<file path="config.mk">
export PLATFORM = sky130hd
export DESIGN_NAME = ex_muldiv_unit_flat
export DESIGN_NICKNAME = d
export VERILOG_FILES = /design/src/rtl/ex_muldiv_if.sv /design/src/rtl/ex_muldiv_unit.sv /design/src/flat_wrapper.sv
export SDC_FILE = /design/constraint.sdc
export NUM_CORES = 2
export LEC_CHECK = 0
export CORE_ASPECT_RATIO = 2
export CORE_UTILIZATION = 54
export DETAILED_ROUTE_END_ITERATION = 6
export GPL_ROUTABILITY_DRIVEN = 0
export PLACE_DENSITY_LB_ADDON = 0.12
export SKIP_CTS_REPAIR_TIMING = 1
export SYNTH_ARGS = -nofsm -noshare
export SYNTH_HDL_FRONTEND = slang
export SYNTH_SLANG_ARGS = --single-unit
</file>
<file path="constraint.sdc">
create_clock -name i_clk -period 27.4 [get_ports i_clk]
set_input_delay 5.48 -clock i_clk [delete_from_list [all_inputs] [get_ports i_clk]]
set_output_delay 5.48 -clock i_clk [all_outputs]
set_load 0.05 [all_outputs]
</file>
<file path="src/rtl/ex_muldiv_if.sv">
// Handshake bundle between the ID/MEM pipeline and the RV32M execute unit.
// master = pipeline side (drives ID operands, FLUSH, MEM_READY); slave = the unit.
interface ex_muldiv_if #(
  parameter int XLEN = 32
);
  logic            id_valid;
  logic            id_muldiv;
  logic [2:0]      id_func3;
  logic [XLEN-1:0] id_read_data1;
  logic [XLEN-1:0] id_read_data2;
  logic [4:0]      id_rd;
  logic            flush;
  logic            mem_ready;
  logic            busy;
  logic            ex_valid;
  logic [XLEN-1:0] ex_result;
  logic [4:0]      ex_rd;
  logic            ex_write_enable;

  modport master (
    output id_valid, id_muldiv, id_func3, id_read_data1, id_read_data2, id_rd,
    output flush, mem_ready,
    input  busy, ex_valid, ex_result, ex_rd, ex_write_enable
  );

  modport slave (
    input  id_valid, id_muldiv, id_func3, id_read_data1, id_read_data2, id_rd,
    input  flush, mem_ready,
    output busy, ex_valid, ex_result, ex_rd, ex_write_enable
  );
endinterface

</file>
<file path="src/rtl/ex_muldiv_unit.sv">
// RV32M execute unit: latency-counted multiplies, radix-2 restoring divides, held result.
// Define EX_DIV_EARLY_OUT_EN to finish divides with |dividend| < |divisor| one cycle after accept.
module ex_muldiv_unit #(
  parameter int XLEN        = 32,
  parameter int MUL_LATENCY = 2
) (
  input logic          i_clk,
  input logic          i_rst,
  ex_muldiv_if.slave   bus
);
  localparam int CW       = $clog2(XLEN + MUL_LATENCY) + 1;
  localparam int MUL_LAST = (MUL_LATENCY > 1) ? MUL_LATENCY - 2 : 0;

  typedef enum logic [1:0] {S_IDLE, S_MUL, S_DIV, S_DONE} state_t;

  state_t          r_state;
  logic [CW-1:0]   r_cnt;
  logic [XLEN-1:0] r_a, r_b;
  logic [2:0]      r_func3;
  logic [4:0]      r_rd;
  logic [XLEN-1:0] r_result;
  logic            r_ex_valid;
  logic [XLEN-1:0] r_quo, r_rem, r_dvs;
  logic            r_q_neg, r_r_neg;

  logic              w_accept;
  logic [XLEN-1:0]   w_ma, w_mb;
  logic [2:0]        w_mf;
  logic              w_a_signed, w_b_signed;
  logic [2*XLEN-1:0] w_a_ext, w_b_ext, w_prod;
  logic [XLEN-1:0]   w_mul_res;

  assign w_accept = bus.id_valid & bus.id_muldiv & (r_state == S_IDLE) & ~bus.flush;

  // Operands come straight from ID at accept (single-cycle multiply) and from the latches afterwards.
  assign w_ma       = (r_state == S_IDLE) ? bus.id_read_data1 : r_a;
  assign w_mb       = (r_state == S_IDLE) ? bus.id_read_data2 : r_b;
  assign w_mf       = (r_state == S_IDLE) ? bus.id_func3      : r_func3;
  assign w_a_signed = (w_mf[1:0] == 2'b01) || (w_mf[1:0] == 2'b10);
  assign w_b_signed = (w_mf[1:0] == 2'b01);
  assign w_a_ext    = {{XLEN{w_a_signed & w_ma[XLEN-1]}}, w_ma};
  assign w_b_ext    = {{XLEN{w_b_signed & w_mb[XLEN-1]}}, w_mb};
  assign w_prod     = w_a_ext * w_b_ext;
  assign w_mul_res  = (w_mf[1:0] == 2'b00) ? w_prod[XLEN-1:0] : w_prod[2*XLEN-1:XLEN];

  logic            w_d_signed, w_a_neg, w_b_neg;
  logic [XLEN-1:0] w_a_mag, w_b_mag;
  logic            w_div_zero, w_ovf, w_early, w_special;
  logic [XLEN-1:0] w_spec_res;

  assign w_d_signed = ~bus.id_func3[0];
  assign w_a_neg    = w_d_signed & bus.id_read_data1[XLEN-1];
  assign w_b_neg    = w_d_signed & bus.id_read_data2[XLEN-1];
  assign w_a_mag    = w_a_neg ? -bus.id_read_data1 : bus.id_read_data1;
  assign w_b_mag    = w_b_neg ? -bus.id_read_data2 : bus.id_read_data2;
  assign w_div_zero = (bus.id_read_data2 == '0);
  assign w_ovf      = w_d_signed && (bus.id_read_data1 == {1'b1, {(XLEN-1){1'b0}}})
                      && (bus.id_read_data2 == {XLEN{1'b1}});
`ifdef EX_DIV_EARLY_OUT_EN
  assign w_early    = (w_a_mag < w_b_mag);
`else
  assign w_early    = 1'b0;
`endif
  assign w_special  = w_div_zero | w_ovf | w_early;

  always_comb begin
    w_spec_res = '0;
    if (w_div_zero)
      w_spec_res = bus.id_func3[1] ? bus.id_read_data1 : {XLEN{1'b1}};
    else if (w_ovf)
      w_spec_res = bus.id_func3[1] ? '0 : bus.id_read_data1;
    else
      w_spec_res = bus.id_func3[1] ? bus.id_read_data1 : '0;
  end

  // One restoring step: the partial remainder stays below the divisor, so XLEN bits hold it.
  logic [XLEN:0]   w_shift, w_diff;
  logic            w_qbit;
  logic [XLEN-1:0] w_rem_next, w_quo_next, w_q_fix, w_r_fix, w_div_res;

  assign w_shift    = {r_rem, r_quo[XLEN-1]};
  assign w_diff     = w_shift - {1'b0, r_dvs};
  assign w_qbit     = ~w_diff[XLEN];
  assign w_rem_next = w_qbit ? w_diff[XLEN-1:0] : w_shift[XLEN-1:0];
  assign w_quo_next = {r_quo[XLEN-2:0], w_qbit};
  assign w_q_fix    = r_q_neg ? -w_quo_next : w_quo_next;
  assign w_r_fix    = r_r_neg ? -w_rem_next : w_rem_next;
  assign w_div_res  = r_func3[1] ? w_r_fix : w_q_fix;

  always_ff @(posedge i_clk or posedge i_rst) begin
    if (i_rst) begin
      r_state    <= S_IDLE;
      r_cnt      <= '0;
      r_a        <= '0;
      r_b        <= '0;
      r_func3    <= '0;
      r_rd       <= '0;
      r_result   <= '0;
      r_ex_valid <= 1'b0;
      r_quo      <= '0;
      r_rem      <= '0;
      r_dvs      <= '0;
      r_q_neg    <= 1'b0;
      r_r_neg    <= 1'b0;
    end else if (bus.flush) begin
      r_state    <= S_IDLE;
      r_ex_valid <= 1'b0;
      r_cnt      <= '0;
    end else begin
      case (r_state)
        S_IDLE: begin
          if (w_accept) begin
            r_a     <= bus.id_read_data1;
            r_b     <= bus.id_read_data2;
            r_func3 <= bus.id_func3;
            r_rd    <= bus.id_rd;
            r_cnt   <= '0;
            if (!bus.id_func3[2]) begin
              if (MUL_LATENCY == 1) begin
                r_result   <= w_mul_res;
                r_ex_valid <= 1'b1;
                r_state    <= S_DONE;
              end else begin
                r_state <= S_MUL;
              end
            end else if (w_special) begin
              r_result   <= w_spec_res;
              r_ex_valid <= 1'b1;
              r_state    <= S_DONE;
            end else begin
              r_quo   <= w_a_mag;
              r_dvs   <= w_b_mag;
              r_rem   <= '0;
              r_q_neg <= w_a_neg ^ w_b_neg;
              r_r_neg <= w_a_neg;
              r_state <= S_DIV;
            end
          end
        end
        S_MUL: begin
          if (r_cnt == CW'(MUL_LAST)) begin
            r_result   <= w_mul_res;
            r_ex_valid <= 1'b1;
            r_state    <= S_DONE;
          end else begin
            r_cnt <= r_cnt + 1'b1;
          end
        end
        S_DIV: begin
          r_quo <= w_quo_next;
          r_rem <= w_rem_next;
          // The final quotient bit and the sign fixup land in the same cycle.
          if (r_cnt == CW'(XLEN - 1)) begin
            r_result   <= w_div_res;
            r_ex_valid <= 1'b1;
            r_state    <= S_DONE;
          end else begin
            r_cnt <= r_cnt + 1'b1;
          end
        end
        S_DONE: begin
          if (bus.mem_ready) begin
            r_ex_valid <= 1'b0;
            r_state    <= S_IDLE;
          end
        end
        default: r_state <= S_IDLE;
      endcase
    end
  end

  assign bus.busy            = (r_state != S_IDLE);
  assign bus.ex_valid        = r_ex_valid;
  assign bus.ex_write_enable = r_ex_valid;
  assign bus.ex_result       = r_result;
  assign bus.ex_rd           = r_rd;
endmodule

</file>
<file path="src/flat_wrapper.sv">
// flat-port wrapper written by rule: the top's interface ports become plain ports
module ex_muldiv_unit_flat 
#(
  parameter int XLEN        = 32,
  parameter int MUL_LATENCY = 2
)
  (i_clk, i_rst, bus_id_valid, bus_id_muldiv, bus_id_func3, bus_id_read_data1, bus_id_read_data2, bus_id_rd, bus_flush, bus_mem_ready, bus_busy, bus_ex_valid, bus_ex_result, bus_ex_rd, bus_ex_write_enable);
  ex_muldiv_if #(.XLEN(XLEN)) bus_i ();
  input logic i_clk;
  input logic i_rst;
  input wire logic [$bits(bus_i.id_valid)-1:0] bus_id_valid;
  input wire logic [$bits(bus_i.id_muldiv)-1:0] bus_id_muldiv;
  input wire logic [$bits(bus_i.id_func3)-1:0] bus_id_func3;
  input wire logic [$bits(bus_i.id_read_data1)-1:0] bus_id_read_data1;
  input wire logic [$bits(bus_i.id_read_data2)-1:0] bus_id_read_data2;
  input wire logic [$bits(bus_i.id_rd)-1:0] bus_id_rd;
  input wire logic [$bits(bus_i.flush)-1:0] bus_flush;
  input wire logic [$bits(bus_i.mem_ready)-1:0] bus_mem_ready;
  output wire logic [$bits(bus_i.busy)-1:0] bus_busy;
  output wire logic [$bits(bus_i.ex_valid)-1:0] bus_ex_valid;
  output wire logic [$bits(bus_i.ex_result)-1:0] bus_ex_result;
  output wire logic [$bits(bus_i.ex_rd)-1:0] bus_ex_rd;
  output wire logic [$bits(bus_i.ex_write_enable)-1:0] bus_ex_write_enable;
  assign bus_i.id_valid = bus_id_valid;
  assign bus_i.id_muldiv = bus_id_muldiv;
  assign bus_i.id_func3 = bus_id_func3;
  assign bus_i.id_read_data1 = bus_id_read_data1;
  assign bus_i.id_read_data2 = bus_id_read_data2;
  assign bus_i.id_rd = bus_id_rd;
  assign bus_i.flush = bus_flush;
  assign bus_i.mem_ready = bus_mem_ready;
  assign bus_busy = bus_i.busy;
  assign bus_ex_valid = bus_i.ex_valid;
  assign bus_ex_result = bus_i.ex_result;
  assign bus_ex_rd = bus_i.ex_rd;
  assign bus_ex_write_enable = bus_i.ex_write_enable;
  ex_muldiv_unit #(.XLEN(XLEN), .MUL_LATENCY(MUL_LATENCY)) u_core (.i_clk(i_clk), .i_rst(i_rst), .bus(bus_i));
endmodule
</file>
==> impl_metrics.yaml <==
synthesis:
  synth_seq_cells: 211
  yosys_most_used_dff: "dfrtp_1"
  yosys.area.top_type_share_pct: 42.3
  yosysUniqueCellTypes: 90
  async_flop_share_pct: 100
  ys_warn_count: 0
  synth_edf_count: 0
  synth_top_area_cell: "fa_1"
  synth_area_leaders: "fa_1 42%, dfrtp_1 9.9%, inv_1 8.9%"
  syn-num-nets: 7682
  syn_area_mm2: 0.0533
  synth.avg_cell_area_um2: 8.57
  netlist_instances: 6221
  ys_seq_area_share_pct: 9.91
timing:
  tightest_slew_ns: 1.55
  report.final.setup_viol: 0
  period_minus_slack_ns: 15.35
  max_slew_margin_pct: -6.37
  tns_ns: 0
  fin_skew_ns: 0.0214
  slew_viol_final: 7
  finalCritPeriodShare_pct: 56.0
  fmax_ghz: 0.0652
  setup_ws_ns: 12.05
  rsz0062_at_grt: "false"
  hold_violations: 0
setup_path:
  crit_fanout: 8
  cp.arrival_ns: 15.82
  worstSetupPathType: "input port to flip-flop"
  critical_path_required_ns: 27.87
  ff2ff_path_depth: 35
  endpoint_kind: "flip-flop"
  start_kind: "input port"
layout:
  fillers: 8984
  areaGrowthSynthToFinish_pct: 6.34
  drive_gt1_share_pct: 4.92
  layout_commonest_cell: "inv_1"
  fin_util_pct: 58.0
  fin_cells: 7495
  nNetsFinal: 7623
  final_cell_mix: "1263 x inv_1, 1201 x nand2_1, 1126 x fa_1, 452 x nor2_1, 255 x ha_1"
drt:
  first_pass_iters: 7
  drc_errors: 2
  ant_nets: 0
  via_per_inst: 6.05
  vias: 45300
  first_iter_violations: 3704
  wl_um: 202000
  wire_per_inst_um: 26.9
floorplan:
  io_pins: 118
  die-area_mm2: 0.100
  row_count: 162
  start_util_pct: 54.6
  die_w_um: 224
  core_area_mm2: 0.0977
  die_y_um: 446
clock_tree:
  cts_tree: "built"
  worstSkewPairLatency_ns: 0.58
  cts_buffers: 21
  path_clk_slew_ns: 0.08
  cts_max_level: 1
  clockBufferDepth: 3
  cts_sinks: 211
  cts_root_buf: "clkbuf_16"
global_route:
  grt_pass1_wl_um: 300000
  grt_pass1_vias: 48300
  antenna_found_initial: 7
  grt_max_degree: 117
  overflow: 0
  grt.total_usage_pct: 41.7
placement:
  pre_cts_ws_ns: 11.65
  place_inst: 7451
  port_buffers: 117
  place_hpwl_um: 156000
worst_hold_path:
  hold_class: "flip-flop to flip-flop"
  whs_path_depth: 1
outcome:
  outcome: "finished with violations"
  violations: "design-rule violations, max-capacitance violations, max-slew violations"
run:
  drv_cap: 3
[registers in the layout (all words and copies together) (netlist names)]
register / count
u_core.bus.ex_valid: 1
u_core.r_a: 32
u_core.r_b: 32
u_core.r_r_neg: 1
u_core.r_quo: 32
u_core.r_cnt: 7
u_core.bus.ex_result: 32
u_core.r_dvs: 32
u_core.r_q_neg: 1
u_core.r_func3: 2
u_core.r_state: 2
u_core.r_rem: 32
u_core.bus.ex_rd: 5
[through the flow]
step | hold slack, ns | cell area (um2)
after floorplan | 0.442 | 53300
after global placement | 0.454 | 55900
after detailed placement | 0.463 | 55900
after CTS | 0.481 | 56600
after global routing | 0.501 | 56700
final | 0.477 | 56700
[path summary, 6_finish.rpt]
path	slack (ns)	startpoint	end
setup / recovery	12.05	bus_id_read_data2[24]	u_core.bus.ex_result[27]$_DFFE_PP0P_
hold / removal	0.48	u_core.bus.ex_result[9]$_DFFE_PP0P_	u_core.bus.ex_result[9]$_DFFE_PP0P_
setup reg to reg	14.86	u_core.r_state[0]$_DFFE_PP0P_	u_core.bus.ex_result[27]$_DFFE_PP0P_
hold reg to reg	0.48	u_core.bus.ex_result[9]$_DFFE_PP0P_	u_core.bus.ex_result[9]$_DFFE_PP0P_
max in group asynchronous	19.88	i_rst	u_core.r_cnt[4]$_DFFE_PP0P_
min in group asynchronous	5.47	i_rst	u_core.bus.ex_rd[2]$_DFFE_PP0P_
[Yosys cell counts, types with 60 or more instances]
master	n
nor2_1	454
mux2i_1	83
mux2_2	67
ha_1	257
xnor2_1	104
o21ai_0	179
xor2_1	105
fa_1	1126
inv_1	1265
clkbuf_1	266
a21oi_1	230
a21o_1	60
nand2_1	1201
dfrtp_1	211
[cell families after synthesis]
kind of cell | after synthesis | share of synthesized area [%]
AO/OA/AOI/OAI | 738 | 8.85
XOR/XNOR | 209 | 3.43
adder cells (fa/ha/maj) | 1383 | 48.3
buffers and inverters | 1586 | 11.3
flip-flops | 211 | 9.91
multiplexers | 152 | 3.04
AND/OR/NAND/NOR | 1942 | 15.1
[layer usage]
| metal | global-route usage, % | up-vias | wire length [um] |
|---|---|---|---|
| li1 | - | 18800 | - |
| met1 | 42.1 | 22800 | 61700 |
| met2 | 70.4 | 2568 | 97700 |
| met3 | 7.83 | 1119 | 15900 |
| met4 | 42.3 | 10 | 26200 |
| met5 | 0 | - | 76 |
[critical path, stage by stage]
cell and delay (ns):
clkdlybuf4s50_1 0.73, mux2i_1 1.35, nor2_1 0.34, fa_1 0.54
fa_1 0.54, inv_1 0.06, fa_1 0.41, inv_1 0.20
fa_1 0.45, inv_1 0.08, fa_1 0.43, fa_1 0.46
fa_1 0.42, fa_1 0.51, inv_1 0.04, ha_1 0.34
and3_1 0.24, and3_1 0.19, a211oi_1 0.31, a21oi_1 0.13
a211oi_1 0.30, a31oi_1 0.25, o21ai_0 0.64, o21ai_0 0.42
a31oi_1 0.38, and3b_1 0.20, o21ai_0 0.10, a221oi_2 0.25
[layout make-up]
type                    instances  area [um2]  area share, %
diodes                          6        15.0         0.0265
clock buffers                  24         567           1.00
clock inverters                14         194          0.342
inverters                    1269        4770           8.42
multi-input cells            4424       42200           74.4
flip-flops and latches        211        5280           9.32
well taps                    1312        1640           2.90
repair buffers                235        2060           3.63
Power is not shown: default switching activity piles up to over one toggle a cycle in this logic, so the estimate is an artifact.
